===== config.mk =====
export PLATFORM = sky130hd
export DESIGN_NAME = uart_rx_flat
export DESIGN_NICKNAME = d
export VERILOG_FILES = /design/src/rtl/uart_pkg.sv /design/src/rtl/uart_rx_if.sv /design/src/rtl/uart_os_tick.sv /design/src/rtl/uart_rx.sv /design/src/flat_wrapper.sv
export SDC_FILE = /design/constraint.sdc
export NUM_CORES = 1
export LEC_CHECK = 0
export CELL_PAD_IN_SITES_DETAIL_PLACEMENT = 1
export CELL_PAD_IN_SITES_GLOBAL_PLACEMENT = 2
export CORE_ASPECT_RATIO = 1.25
export CORE_MARGIN = 4
export CORE_UTILIZATION = 40
export CTS_CLUSTER_DIAMETER = 200
export DETAILED_ROUTE_END_ITERATION = 8
export GPL_ROUTABILITY_DRIVEN = 0
export PLACE_DENSITY = 0.78
export REMOVE_ABC_BUFFERS = 1
export SYNTH_ARGS = -nofsm -noshare
export SYNTH_HDL_FRONTEND = slang
export SYNTH_HIERARCHICAL = 1
export SYNTH_SLANG_ARGS = --single-unit
export TNS_END_PERCENT = 5

===== constraint.sdc =====
create_clock -name clk -period 2.8 [get_ports clk]
set_clock_uncertainty 0.15 [all_clocks]
set_input_delay 0.84 -clock clk [delete_from_list [all_inputs] [get_ports clk]]
set_output_delay 0.84 -clock clk [all_outputs]
set_load 0.05 [all_outputs]

===== src/rtl/uart_pkg.sv =====
// Shared UART definitions: receiver state encoding, frame width and the
// oversample divisor calculation used by both the RX and TX sides.
package uart_pkg;

    localparam int DATA_BITS = 8;

    typedef enum logic [1:0] {
        IDLE,
        START,
        DATA,
        STOP
    } uart_rx_state_t;

    // Clocks per oversample tick, truncated.
    function automatic int calc_div(input int clkfreq, input int bauds, input int os);
        return clkfreq / (bauds * os);
    endfunction

endpackage


===== src/rtl/uart_rx_if.sv =====
// Serial line plus parallel result bundle of the UART receiver.
// slave: the receiver itself; master: whoever drives the line and consumes bytes.
interface uart_rx_if;
    import uart_pkg::*;

    logic                 rx;
    logic [DATA_BITS-1:0] data_out;
    logic                 valid;
    logic                 frame_err;
    logic                 busy;

    modport slave (
        input  rx,
        output data_out,
        output valid,
        output frame_err,
        output busy
    );

    modport master (
        output rx,
        input  data_out,
        input  valid,
        input  frame_err,
        input  busy
    );

endinterface


===== src/rtl/uart_os_tick.sv =====
// Oversample tick generator: free-running 0..DIV-1 counter that pulses
// tick on its last count. clear realigns the phase (e.g. to a start edge).
module uart_os_tick #(
    parameter int DIV = 325
) (
    input  logic clk,
    input  logic rst,
    input  logic clear,
    output logic tick
);

    localparam int CW = (DIV > 1) ? $clog2(DIV) : 1;
    localparam logic [CW-1:0] LAST = CW'(DIV - 1);

    logic [CW-1:0] cnt_reg;

    // Divider counter; restarts from zero on clear or after the last count.
    always_ff @(posedge clk or posedge rst) begin
        if (rst) begin
            cnt_reg <= '0;
        end else if (clear || (cnt_reg == LAST)) begin
            cnt_reg <= '0;
        end else begin
            cnt_reg <= cnt_reg + 1'b1;
        end
    end

    assign tick = (cnt_reg == LAST);

endmodule


===== src/rtl/uart_rx.sv =====
// 8N1 UART receiver with 16x (configurable) oversampling, start-bit
// validation at mid-start, 2-of-3 majority voting around each mid-bit and
// stop-bit checking. Results are reported with one-cycle valid/frame_err.
module uart_rx
    import uart_pkg::*;
#(
    parameter int CLKFREQ    = 50_000_000,
    parameter int BAUDS      = 9600,
    parameter int OVERSAMPLE = 16
) (
    input  logic      clk,
    input  logic      rst,
    uart_rx_if.slave  bus
);

    localparam int DIV = calc_div(CLKFREQ, BAUDS, OVERSAMPLE);
    localparam int SW  = $clog2(OVERSAMPLE);
    localparam int BW  = $clog2(DATA_BITS);

    // Sample-counter positions: mid-start, and the two votes before the wrap.
    localparam logic [SW-1:0] S_MID  = SW'(OVERSAMPLE / 2 - 1);
    localparam logic [SW-1:0] S_V0   = SW'(OVERSAMPLE - 2);
    localparam logic [SW-1:0] S_LAST = SW'(OVERSAMPLE - 1);
    localparam logic [BW-1:0] B_LAST = BW'(DATA_BITS - 1);

    logic [1:0]           sync_reg;
    logic                 rx_s;
    logic                 rx_q_reg;
    logic                 start_edge;
    logic                 os_tick;
    logic                 vote;

    uart_rx_state_t       state_reg;
    logic [SW-1:0]        s_cnt_reg;
    logic [BW-1:0]        b_cnt_reg;
    logic [DATA_BITS-1:0] shift_reg;
    logic                 v0_reg;
    logic                 v1_reg;
    logic                 pending_reg;
    logic [DATA_BITS-1:0] data_out_reg;
    logic                 valid_reg;
    logic                 frame_err_reg;
    logic                 busy_reg;

    // Two-flop synchronizer for the asynchronous line plus one delay flop
    // for falling-edge detection; all idle high out of reset.
    always_ff @(posedge clk or posedge rst) begin
        if (rst) begin
            sync_reg <= 2'b11;
            rx_q_reg <= 1'b1;
        end else begin
            sync_reg <= {sync_reg[0], bus.rx};
            rx_q_reg <= sync_reg[1];
        end
    end

    assign rx_s = sync_reg[1];

    // A held-low line never produces a second edge because rx_q must be high.
    assign start_edge = (state_reg == IDLE) && rx_q_reg && !rx_s;

    // The third vote is taken live on the wrap tick, together with the two
    // stored samples from the preceding ticks.
    assign vote = (v0_reg & v1_reg) | (v0_reg & rx_s) | (v1_reg & rx_s);

    uart_os_tick #(
        .DIV (DIV)
    ) u_os_tick (
        .clk   (clk),
        .rst   (rst),
        .clear (start_edge),
        .tick  (os_tick)
    );

    // Receive FSM: start validation, data voting/shifting, stop check.
    always_ff @(posedge clk or posedge rst) begin
        if (rst) begin
            state_reg     <= IDLE;
            s_cnt_reg     <= '0;
            b_cnt_reg     <= '0;
            shift_reg     <= '0;
            v0_reg        <= 1'b0;
            v1_reg        <= 1'b0;
            pending_reg   <= 1'b0;
            data_out_reg  <= '0;
            valid_reg     <= 1'b0;
            frame_err_reg <= 1'b0;
            busy_reg      <= 1'b0;
        end else begin
            valid_reg     <= 1'b0;
            frame_err_reg <= 1'b0;

            case (state_reg)
                IDLE: begin
                    if (start_edge) begin
                        s_cnt_reg   <= '0;
                        pending_reg <= 1'b0;
                        busy_reg    <= 1'b1;
                        state_reg   <= START;
                    end
                end

                START: begin
                    if (os_tick) begin
                        if (s_cnt_reg == S_MID) begin
                            if (rx_s) begin
                                // Line back high by mid-start: a glitch.
                                busy_reg  <= 1'b0;
                                state_reg <= IDLE;
                            end else begin
                                // Phase is now referenced to mid-start.
                                s_cnt_reg   <= '0;
                                b_cnt_reg   <= '0;
                                pending_reg <= 1'b0;
                                state_reg   <= DATA;
                            end
                        end else begin
                            s_cnt_reg <= s_cnt_reg + 1'b1;
                        end
                    end
                end

                DATA, STOP: begin
                    if (os_tick) begin
                        s_cnt_reg <= (s_cnt_reg == S_LAST) ? '0 : s_cnt_reg + 1'b1;

                        if (s_cnt_reg == S_V0) begin
                            v0_reg <= rx_s;
                        end

                        if (s_cnt_reg == S_LAST) begin
                            v1_reg      <= rx_s;
                            pending_reg <= 1'b1;
                        end

                        // The zero position right after entering DATA has no
                        // stored samples yet, hence the pending qualifier.
                        if ((s_cnt_reg == '0) && pending_reg) begin
                            pending_reg <= 1'b0;
                            if (state_reg == DATA) begin
                                shift_reg <= {vote, shift_reg[DATA_BITS-1:1]};
                                if (b_cnt_reg == B_LAST) begin
                                    state_reg <= STOP;
                                end else begin
                                    b_cnt_reg <= b_cnt_reg + 1'b1;
                                end
                            end else begin
                                data_out_reg  <= shift_reg;
                                valid_reg     <= vote;
                                frame_err_reg <= !vote;
                                busy_reg      <= 1'b0;
                                state_reg     <= IDLE;
                            end
                        end
                    end
                end

                default: begin
                    state_reg <= IDLE;
                    busy_reg  <= 1'b0;
                end
            endcase
        end
    end

    assign bus.data_out  = data_out_reg;
    assign bus.valid     = valid_reg;
    assign bus.frame_err = frame_err_reg;
    assign bus.busy      = busy_reg;

endmodule


===== src/flat_wrapper.sv =====
// flat-port wrapper written by rule: the top's interface ports become plain ports
module uart_rx_flat import uart_pkg::*;
#(
    parameter int CLKFREQ    = 50_000_000,
    parameter int BAUDS      = 9600,
    parameter int OVERSAMPLE = 16
)
  (clk, rst, bus_rx, bus_data_out, bus_valid, bus_frame_err, bus_busy);
  uart_rx_if bus_i ();
  input  logic clk;
  input  logic rst;
  input wire logic [$bits(bus_i.rx)-1:0] bus_rx;
  output wire logic [$bits(bus_i.data_out)-1:0] bus_data_out;
  output wire logic [$bits(bus_i.valid)-1:0] bus_valid;
  output wire logic [$bits(bus_i.frame_err)-1:0] bus_frame_err;
  output wire logic [$bits(bus_i.busy)-1:0] bus_busy;
  assign bus_i.rx = bus_rx;
  assign bus_data_out = bus_i.data_out;
  assign bus_valid = bus_i.valid;
  assign bus_frame_err = bus_i.frame_err;
  assign bus_busy = bus_i.busy;
  uart_rx #(.CLKFREQ(CLKFREQ), .BAUDS(BAUDS), .OVERSAMPLE(OVERSAMPLE)) u_core (.clk(clk), .rst(rst), .bus(bus_i));
endmodule

-- Word-level counts from Yosys, hierarchy flattened
Cells that the tools add are included.
- register bits: 43
- latch bits: 0
- memory bits (writable): 0
- memory bits (read-only): 0
- bits of input ports: 3
- output and inout port bits: 11
- memories: 0
- add/subtract/negate cells: 3
- multiply operators: 0
- divide/modulo/power cells: 0
- order comparisons: 0
- equality and inequality tests: 21
- shift-type cells: 0
- mux-type cells: 49
- bitwise logic cells: 6
- reductions and logical operators: 19
- operator list (operator ; count):
    $mux W4 ; 6
    $mux W1 ; 22
    $mux W3 ; 7
    $mux W2 ; 8
    $ne A2 B1 Y1 const B ; 6
    $pmux W4 S3 ; 1
    $reduce_and A4 Y1 ; 3
    $reduce_and A6 Y1 ; 2
    $add A9 B1 Y9 const B ; 1
    $eq A9 B9 Y1 const B ; 1
    $mux W9 ; 1
    $eq A4 B4 Y1 const B ; 2
    $ne A2 B2 Y1 const B ; 4
    $reduce_and A8 Y1 ; 1
    $reduce_and A7 Y1 ; 1
    $ne A3 B3 Y1 const B ; 2
    $pmux W1 S3 ; 2
    $pmux W2 S3 ; 1
    $pmux W3 S2 ; 1
    $reduce_and A3 Y1 ; 2
    $add A4 B1 Y4 const B ; 1
    $eq A2 B2 Y1 const B ; 2
    $eq A4 B3 Y1 const B ; 1
    $logic_not A4 Y1 ; 1
    other kinds (13) ; 19

-- Depth between registers and ports, before layout
Gate-level depths: netlist of run 1.
- word-level depth: 8
- gate-level depth with buffers: 9
- mapped depth without buffers: 7

-- Hierarchy
Netlist of run 1, hierarchy kept.
- by module, submodules not included (module ; instances ; cells each ; area an instance (um^2)):
    uart_rx ; 1 ; 125 ; 1640.3
    uart_os_tick ; 1 ; 49 ; 467.9

-- Worst setup path before layout of run 1
OpenSTA, ideal clock, no wires.
- path type: register to register
- from: reg u_core.u_os_tick.cnt_reg[0]
- to: reg u_core.shift_reg[0]
- setup time: 0.125 ns
- arrival time: 2.237 ns
- path slack: 0.288 ns
- stages on the path, launching flop included: 10
- clock period less this slack: 2.512 ns
- cell sequence: dfrtp_1 -> inv_1 -> ha_1 -> nand2_1 -> nor4_1 -> and2_1 -> buf_2 -> and3_4 -> buf_12 -> mux2_4
- longest elaborated chain between the ends: 2
- ends and longest elaborated chain (what ; RTL line ; source):
    start: declaration ; uart_os_tick.sv:15 ; logic [CW-1:0] cnt_reg;
    start signal: assignment ; uart_os_tick.sv:24 ; cnt_reg <= cnt_reg + 1'b1;
    $eq A9 B9 Y1 ; uart_os_tick.sv:28 ; assign tick = (cnt_reg == LAST);
    net u_core.os_tick ; uart_rx.sv:30 ; logic os_tick;
    $reduce_and A4 Y1 (no line) ; n/a ;
    end signal: assignment ; uart_rx.sv:141 ; shift_reg <= {vote, shift_reg[DATA_BITS-1:1]};
    end: declaration ; uart_rx.sv:36 ; logic [DATA_BITS-1:0] shift_reg;
The timed path passes the listed nets, and every way through them passes these cells.
A chain may end at the register's enable or synchronous reset.

-- Final worst setup path of run 1
- from: reg u_core.data_out_reg[3] (netlist: u_core/bus.data_out[3])
- to: out bus_data_out[3]
- RTL lines (what ; RTL line ; source):
    start: declaration ; uart_rx.sv:40 ; logic [DATA_BITS-1:0] data_out_reg;
    start signal: assignment ; uart_rx.sv:148 ; data_out_reg <= shift_reg;
    end: declaration ; flat_wrapper.sv:13 ; output wire logic [$bits(bus_i.data_out)-1:0] bus_data_out;
No word-level cell between the ends.

==> results.cfg, run 1 <==
[cells_and_area]
layout-drive-gt1-share_pct = 19.47
num-nets-final = 199
mostFrequentLayoutCells = dfrtp_1 (40), inv_1 (15), mux2_4 (15)
final_common_cell = dfrtp_1
num_antenna_cells = 0
final_cell_area_um2 = 2366
largest_reg_flops = 9
syn_to_final_growth_pct = 12.23

[floorplanning]
placementRows = 29
die_area_um2 = 6504
top_level_ports = 14
core_area_um2 = 5080
fp.dieH_um = 89.17
initial_core_util_pct = 41.50
die_x_um = 72.94

[cts]
postCtsSetupBuffers = 0
cts.clk_slew.worst_paths_ns = 0.08
cts_buffer_depth = 2
hold_buffers = 0
insertion_delay_ns = 0.30
ctsRootBufferMaster = clkbuf_8
cts_max_level = 2
cts.sinks = 43
cts.repair.resized = 0
cts_tree = done
numCtsBuffers = 5

[route]
wl_met3_um = 109
topRoutingLayerUsed = met4
vias_per_cell = 5.393
wirelength_um = 4265
ant_nets = 0
route.met2.wl_um = 2195
num_vias = 1359
drc = 0
wl_met1_um = 1850
wl_per_cell_um = 16.92
drt-pass1-iter-count = 2
drt_iter0_drc = 75

[critical_path]
path_class = flip-flop to primary output
cp_cell_sequence = clkdlybuf4s50_1
slowest_stage = clkdlybuf4s50_1
path_delay_family = buffers and inverters
cp.required_ns = 1.81
end_kind = primary output
max_stage_delay_ns = 0.82
crit_path_max_fanout = 2
crit_arrival_ns = 1.49
critPathBufInv = 1
cp-start-kind = flip-flop

[synth]
syn_area_um2 = 2108
synth.mux.area_fraction_pct = 14.18
synth_top_family_by_area = multiplexers
synth-edff-count = 0
ys_ff_latch = 43
ys_async_sr_fraction_pct = 100.0
synth_compound_area_share_pct = 8.546
synth-main-ff-cell = dfrtp_1
synth-adder-area-share_pct = 4.629
netlist_instances = 174
syn_area_per_cell_um2 = 12.12
ys_types = 46
synth_xor_area_share_pct = 1.662
yosysWarnings = 6
yosysSeqAreaShare_pct = 51.22
yosys.area_share.simple_pct = 14.07

[outcome]
outcome = completed

[global_route]
grt_overflow = 0
grt_pass1_wl_um = 7396
grt_pass1_vias = 1568
antenna_found_initial = 0
grt_max_degree = 35
grt_usage_pct = 14.92

[sta]
relSlewSlack_pct = 43.73
fmax_mhz = 403.3
fin_crit_ns = 2.480
max_slew.worst_pin.slew_ns = 0.8349
hold_viol = 0
rsz0062_at_grt = false
slew_viol_final = 0
setup_tns_ns = 0
post-route-period-util_pct = 88.56
finalSetupViolCount = 0

[power]
switching_share_pct = 29.86
pwr-share-seq_pct = 56.0
peakVddDrop_uv = 262.5
p_leak_nw = 1.074
comb_power_share_pct = 12.7
pwr-share-clk_pct = 31.2
switchingPower_mw = 0.4007
p_int_mw = 0.9414
power_density_nw_per_um2 = 567.2

[placement]
port_buffers = 13
placed_cell_area_um2 = 2267
place_hpwl_um = 3065

[hold_path]
hp-class = flip-flop to flip-flop

[run]
cap_violations = 0
## power by group through the flow
stage	Combinational, mW	Sequential [mW]	Clock [mW]
after floorplan	0.117	0.751	0
after global placement	0.153	0.760	0
after detailed placement	0.170	0.764	0
after CTS	0.175	0.751	0.437
after global routing	0.197	0.763	0.468
final	0.171	0.752	0.419
## synth_stat cells, types with 4 or more instances
library cell | count | share of area [%]
nand2_1 | 6 | 1.1
ha_1 | 7 | 4.2
dfrtp_1 | 40 | 47
o21ai_0 | 10 | 2.4
nand3_1 | 7 | 1.7
nor2_1 | 12 | 2.1
mux2_4 | 15 | 11
a21oi_1 | 6 | 1.4
inv_1 | 15 | 2.7
mux2i_1 | 4 | 1.9
## layout make-up
cell class | instances | area, um2
Fill cell | 554 | 2714
Sequential cell | 43 | 1080
Multi-Input combinational cell | 109 | 908.4
Timing Repair Buffer | 15 | 145.1
Clock buffer | 6 | 82.58
Tap cell | 62 | 77.57
Inverter | 15 | 56.30
Clock inverter | 2 | 16.27
## layer usage
metal / GRT usage (%) / vias up
met2: 25.70 / 16
met4: 6.544 / 0
li1: - / 639
met1: 17.33 / 693
met3: 4.049 / 11
met5: 0 / -
## metrics by stage
stage / setup WS [ns] / total power, mW / std cells / hold WS (ns) / util, %
CTS: 0.2907 / 1.363 / 252 / 0.2139 / 46.58
floorplan: 0.2896 / 0.8684 / 167 / 0.1952 / -
global route: 0.2536 / 1.428 / 252 / 0.2183 / 46.58
finish: 0.3204 / 1.342 / 252 / 0.2115 / 46.58
global placement: 0.5375 / 0.9133 / 244 / 0.1986 / 44.63
detailed placement: 0.4409 / 0.9344 / 244 / 0.2020 / 44.63
## kinds of logic (layout without fill, tap and decap cells)
group,count (synthesis),in the layout
multiplexers,22,22
buffers and inverters,22,38
adder cells (fa/ha/maj),8,8
XOR/XNOR,4,4
AND/OR/NAND/NOR,47,47
flip-flops,43,43
AO/OA/AOI/OAI,28,28
## final timing paths
check,startpoint,cells past startpoint,slack [ns],to
min,u_core/sync_reg[0]$_DFF_PP1_,0,0.21,u_core/sync_reg[1]$_DFF_PP1_
max,u_core/bus.data_out[3]$_DFFE_PP0P_,1,0.32,bus_data_out[3]
max in group asynchronous,rst,3,1.34,u_core/sync_reg[0]$_DFF_PP1_
min in group asynchronous,rst,2,0.69,u_core/u_os_tick/cnt_reg[7]$_DFF_PP0_
max reg2reg,u_core/u_os_tick/cnt_reg[0]$_DFF_PP0_,7,0.43,u_core/shift_reg[4]$_DFFE_PP0P_
min reg2reg,u_core/sync_reg[0]$_DFF_PP1_,0,0.21,u_core/sync_reg[1]$_DFF_PP1_
(Power assumes the default switching activity.)
==> run 2: changes to the inputs <==
--- a/config.mk
+++ b/config.mk
@@ -5,6 +5,7 @@
 export SDC_FILE = /design/constraint.sdc
 export NUM_CORES = 1
 export LEC_CHECK = 0
+export ABC_CLOCK_PERIOD_IN_PS = 2800
 export CELL_PAD_IN_SITES_DETAIL_PLACEMENT = 1
 export CELL_PAD_IN_SITES_GLOBAL_PLACEMENT = 2
 export CORE_ASPECT_RATIO = 1.25
@@ -13,6 +14,7 @@
 export CTS_CLUSTER_DIAMETER = 200
 export DETAILED_ROUTE_END_ITERATION = 8
 export GPL_ROUTABILITY_DRIVEN = 0
+export MAX_ROUTING_LAYER = met4
 export PLACE_DENSITY = 0.78
 export REMOVE_ABC_BUFFERS = 1
 export SYNTH_ARGS = -nofsm -noshare
==> results.cfg, run 2 (same netlist as run 1, synthesis figures left out) <==
[floorplanning]
die_area_um2 = 6504
initial_core_util_pct = 41.50
fp.dieH_um = 89.17
core_area_um2 = 5080
top_level_ports = 14
die_x_um = 72.94
placementRows = 29

[sta]
fmax_mhz = 403.4
setup_tns_ns = 0
finalSetupViolCount = 0
fin_crit_ns = 2.479
relSlewSlack_pct = 43.73
timing.hold.ws_ns = 0.2115
max_slew.worst_pin.slew_ns = 0.8349
rsz0062_at_grt = false
post-route-period-util_pct = 88.54
slew_viol_final = 0
hold_viol = 0

[critical_path]
path_class = flip-flop to primary output
reg2reg_slack_ns = 0.43
cp-start-kind = flip-flop
cp.required_ns = 1.81
max_stage_delay_ns = 0.82
cp_cell_sequence = clkdlybuf4s50_1
r2r-end = u_core/shift_reg[4]$_DFFE_PP0P_
crit_arrival_ns = 1.49
crit_path_max_fanout = 2
critPathBufInv = 1
reg2regPathDepth = 7
reg2reg_from = u_core/u_os_tick/cnt_reg[0]$_DFF_PP0_
path_delay_family = buffers and inverters
end_kind = primary output
slowest_stage = clkdlybuf4s50_1

[hold_path]
hold-path-endpoint = u_core/sync_reg[1]$_DFF_PP1_
whs_path_depth = 0
min_from = u_core/sync_reg[0]$_DFF_PP1_
hp-class = flip-flop to flip-flop

[cts]
cts.sinks = 43
hold_buffers = 0
cts.repair.resized = 0
insertion_delay_ns = 0.30
numCtsBuffers = 5
postCtsSetupBuffers = 0
cts.clk_slew.worst_paths_ns = 0.08
cts_max_level = 2
cts_buffer_depth = 2
cts_tree = done
ctsRootBufferMaster = clkbuf_8

[power]
p_leak_nw = 1.074
peakVddDrop_uv = 262.4
power_density_nw_per_um2 = 567.2

[route]
num_vias = 1360
vias_per_cell = 5.397
drt_iter0_drc = 68
drt-pass1-iter-count = 2
wirelength_um = 4255
drc = 0
wl_per_cell_um = 16.88
ant_nets = 0

[cells_and_area]
final_common_cell = dfrtp_1
fill_cells = 554
syn_to_final_growth_pct = 12.23
seqCellArea_um2 = 1080
final_util_pct = 46.58
largest_reg_flops = 9
num-nets-final = 199
multi_input_area_um2 = 908.4
layout-drive-gt1-share_pct = 19.47
mostFrequentLayoutCells = dfrtp_1 (40), inv_1 (15), mux2_4 (15)
num_antenna_cells = 0

[global_route]
grt_overflow = 0
grt_pass1_vias = 1563
grt_max_degree = 35
grt_pass1_wl_um = 7383
antenna_found_initial = 0
grt_usage_pct = 15.37

[placement]
port_buffers = 13
place_hpwl_um = 3065

[run]
cap_violations = 0

[outcome]
outcome = completed
-- run 2: cell counts in the layout (fill, tap and decap cells not counted) --
Identical to the previous run, type by type.
-- run 2: worst max-delay path by stage --
stage | slack, ns | end | cells after the start | startpoint
CTS | 0.29 | bus_data_out[3] | 1 | u_core/bus.data_out[3]$_DFFE_PP0P_
floorplan | 0.29 | u_core/shift_reg[0]$_DFFE_PP0P_ | 7 | u_core/u_os_tick/cnt_reg[0]$_DFF_PP0_
global placement | 0.54 | u_core/shift_reg[3]$_DFFE_PP0P_ | 7 | u_core/u_os_tick/cnt_reg[0]$_DFF_PP0_
global route | 0.25 | u_core/shift_reg[4]$_DFFE_PP0P_ | 7 | u_core/u_os_tick/cnt_reg[0]$_DFF_PP0_
finish | 0.32 | bus_data_out[3] | 1 | u_core/bus.data_out[3]$_DFFE_PP0P_
detailed placement | 0.44 | u_core/shift_reg[4]$_DFFE_PP0P_ | 7 | u_core/u_os_tick/cnt_reg[0]$_DFF_PP0_
-- run 2: worst register-to-register path, delay by kind of cell (launching register included) --
kind	cells	cell delay (ns)
adders and majority gates	1	0.15
buffers and inverters	1	0.08
DFF	1	0.43
muxes	1	0.32
and+or+nand+nor	4	1.12
-- run 2: layout make-up --
cell class | count | share of cell area [%]
inverters | 15 | 2.380
well taps | 62 | 3.279
multi-input cells | 109 | 38.39
flip-flops and latches | 43 | 45.64
clock inverters | 2 | 0.6875
repair buffers | 15 | 6.134
clock buffers | 6 | 3.490
-- run 2: report_power, final --
| part | total [mW] | internal [mW] | switching, mW |
|---|---|---|---|
| clock network | 0.419 | 0.201 | 0.218 |
| logic | 0.171 | 0.0683 | 0.102 |
| registers | 0.752 | 0.672 | 0.0804 |
-- run 2: metrics by stage --
step                      std cells  setup slack, ns  power (mW)  instance area, um2
after global placement          244           0.5375      0.9133                2267
final                           252           0.3208       1.342                2366
after global routing            252           0.2518       1.426                2366
after detailed placement        244           0.4409      0.9344                2267
after CTS                       252           0.2907       1.363                2366
after floorplan                 167           0.2896      0.8684                2044
-- run 2: layer usage --
layer  vias to the layer above  GRT usage (%)  part of all wire [%]
li1                        639              -                     -
met4                         0          6.544                   2.6
met2                        16          25.62                    52
met5                         -              -                     0
met1                       694          17.40                    43
met3                        11          4.049                   2.6
==> run 3: changes to the inputs <==
--- a/config.mk
+++ b/config.mk
@@ -11,7 +11,6 @@
 export CORE_ASPECT_RATIO = 1.25
 export CORE_MARGIN = 4
 export CORE_UTILIZATION = 40
-export CTS_CLUSTER_DIAMETER = 200
 export DETAILED_ROUTE_END_ITERATION = 8
 export GPL_ROUTABILITY_DRIVEN = 0
 export MAX_ROUTING_LAYER = met4
@@ -19,6 +18,5 @@
 export REMOVE_ABC_BUFFERS = 1
 export SYNTH_ARGS = -nofsm -noshare
 export SYNTH_HDL_FRONTEND = slang
-export SYNTH_HIERARCHICAL = 1
 export SYNTH_SLANG_ARGS = --single-unit
 export TNS_END_PERCENT = 5
==> results.cfg, run 3 <==
[critical_path]
end_kind = primary output
path_class = flip-flop to primary output
cp.required_ns = 1.81
path_delay_family = buffers and inverters
cp-start-kind = flip-flop
slowest_stage = clkdlybuf4s50_1
max_stage_delay_ns = 0.81
cp_cell_sequence = clkdlybuf4s50_1
critPathBufInv = 1
crit_arrival_ns = 1.47
crit_path_max_fanout = 2

[synth]
yosysSeqAreaShare_pct = 51.93
syn_area_per_cell_um2 = 12.45
ys_top_cells_by_area = dfrtp_1 (48%), mux2_2 (6.0%), mux2_4 (5.1%), ha_1 (4.2%), dfstp_2 (3.8%)
netlist_instances = 167
yosys.area.top_type = dfrtp_1
synth_top_area_share_pct = 48.13
ys_async_sr_fraction_pct = 100.0
syn_area_um2 = 2079
yosysWarnings = 0
yosys-top-cells-count = dfrtp_1 (40), nor2_1 (14), mux2_2 (11)
ys_types = 49
synth_most_common_cell = dfrtp_1
synth-edff-count = 0
synth-main-ff-cell = dfrtp_1
ys_ff_latch = 43

[floorplanning]
fp.dieH_um = 88.62
die_x_um = 72.49
top_level_ports = 14
core_area_um2 = 5044
placementRows = 29
initial_core_util_pct = 41.23
die_area_um2 = 6424

[sta]
slew_viol_final = 0
relSlewSlack_pct = 63.78
post-route-period-util_pct = 87.69
max_slew.worst_pin.slew_ns = 0.5433
setup_tns_ns = 0
finalSetupViolCount = 0
rsz0062_at_grt = false
fin_crit_ns = 2.455
hold_viol = 0
fmax_mhz = 407.3

[global_route]
grt_overflow = 0
antenna_found_initial = 0
grt_pass1_vias = 1449
grt_pass1_wl_um = 6906
grt_usage_pct = 14.36
grt_max_degree = 44

[power]
peakVddDrop_uv = 377.8
p_leak_nw = 1.089
power_density_nw_per_um2 = 595.5
totalPowerFinal_mw = 1.407

[cells_and_area]
num_antenna_cells = 0
syn_to_final_growth_pct = 13.60
fill_cells = 531
seqCellArea_um2 = 1080
finalNonFillerCells = 246
mostFrequentLayoutCells = dfrtp_1 (40), nor2_1 (14), clkdlybuf4s50_1 (13)
largest_reg_flops = 9
final_common_cell = dfrtp_1
layout-drive-gt1-share_pct = 20.11
multi_input_area_um2 = 917.1
num-nets-final = 193

[route]
ant_nets = 0
drc = 0
vias_per_cell = 5.390
drt-pass1-iter-count = 4
wirelength_um = 4094
drt_iter0_drc = 61
num_vias = 1326
wl_per_cell_um = 16.64

[cts]
numCtsBuffers = 5
insertion_delay_ns = 0.29
cts.clk_slew.worst_paths_ns = 0.08
cts_buffer_depth = 2
cts.sinks = 43
cts_tree = done
ctsRootBufferMaster = clkbuf_8
cts.repair.resized = 0
cts_max_level = 2
postCtsSetupBuffers = 0
hold_buffers = 0

[run]
cap_violations = 0

[placement]
place_hpwl_um = 2945
port_buffers = 13
dp_cells = 238

[hold_path]
hp-class = flip-flop to flip-flop

[outcome]
outcome = completed
==> run 3: cell count changes in the layout (fill, tap and decap cells not counted), sizes merged, moves of 3 or more <==
cell,before,now
o21ai,10,2
a21oi,6,1
nor2,12,15
or3,3,0
nand3b,3,0
inv,15,10
and3,1,4
xor2,3,6
nand2b,0,3
a32o,0,3
==> run 3: report_power, final <==
group	leakage, nW	internal [mW]	switching (mW)
logic	0.469	0.0822	0.0819
registers	0.562	0.677	0.0765
clock network	0.0581	0.266	0.223
==> run 3: per-layer routing <==
layer	track usage, %	routed length (um)
met1	16.46	1784
met2	23.70	2092
met3	3.295	98
met4	6.879	117
met5	-	0
==> run 3: path summary, 6_finish.rpt <==
path / to / slack [ns] / start / depth (start not counted)
max: bus_data_out[5] / 0.34 / u_core.bus.data_out[5]$_DFFE_PP0P_ / 1
min: u_core.sync_reg[1]$_DFF_PP1_ / 0.21 / u_core.sync_reg[0]$_DFF_PP1_ / 0
max reg2reg: u_core.bus.data_out[3]$_DFFE_PP0P_ / 0.60 / u_core.u_os_tick.cnt_reg[0]$_DFF_PP0_ / 6
min reg2reg: u_core.sync_reg[1]$_DFF_PP1_ / 0.21 / u_core.sync_reg[0]$_DFF_PP1_ / 0
max in group asynchronous: u_core.sync_reg[0]$_DFF_PP1_ / 1.29 / rst / 3
min in group asynchronous: u_core.u_os_tick.cnt_reg[8]$_DFF_PP0_ / 0.83 / rst / 3
==> run 3: kinds of logic after synthesis <==
logic type,after synthesis,share of synthesized area (%)
compound gates,18,6.559
xor+xnor,7,2.948
fa+ha+maj,8,4.693
buf+inv,15,3.971
flops,43,51.93
mux,22,13.00
simple gates,54,16.91
==> run 3: worst reg2reg max path: cells and delay by family (launching register included) <==
kind,cells,cell delay [ns]
fa+ha+maj,1,0.15
buf+inv,1,0.08
flops,1,0.44
mux,1,0.40
simple gates,3,0.87
==> run 3: metrics by stage <==
step,setup slack [ns],util (%),cell area [um2],hold WS (ns)
2_1_floorplan,0.8123,-,2034,0.1952
3_3_place_gp,0.6564,44.60,2250,0.1986
3_5_place_dp,0.5812,44.60,2250,0.1972
4_1_cts,0.3253,46.84,2362,0.2096
5_1_grt,0.3029,46.84,2362,0.2189
6_report,0.3448,46.84,2362,0.2084
==> run 3: area by class of cell <==
cell class	instances	area share [%]
clock buffers	5	2.913
clock inverters	3	1.854
inverters	10	1.589
multi-input cells	109	38.82
flip-flops and latches	43	45.71
well taps	62	3.284
repair buffers	14	5.826
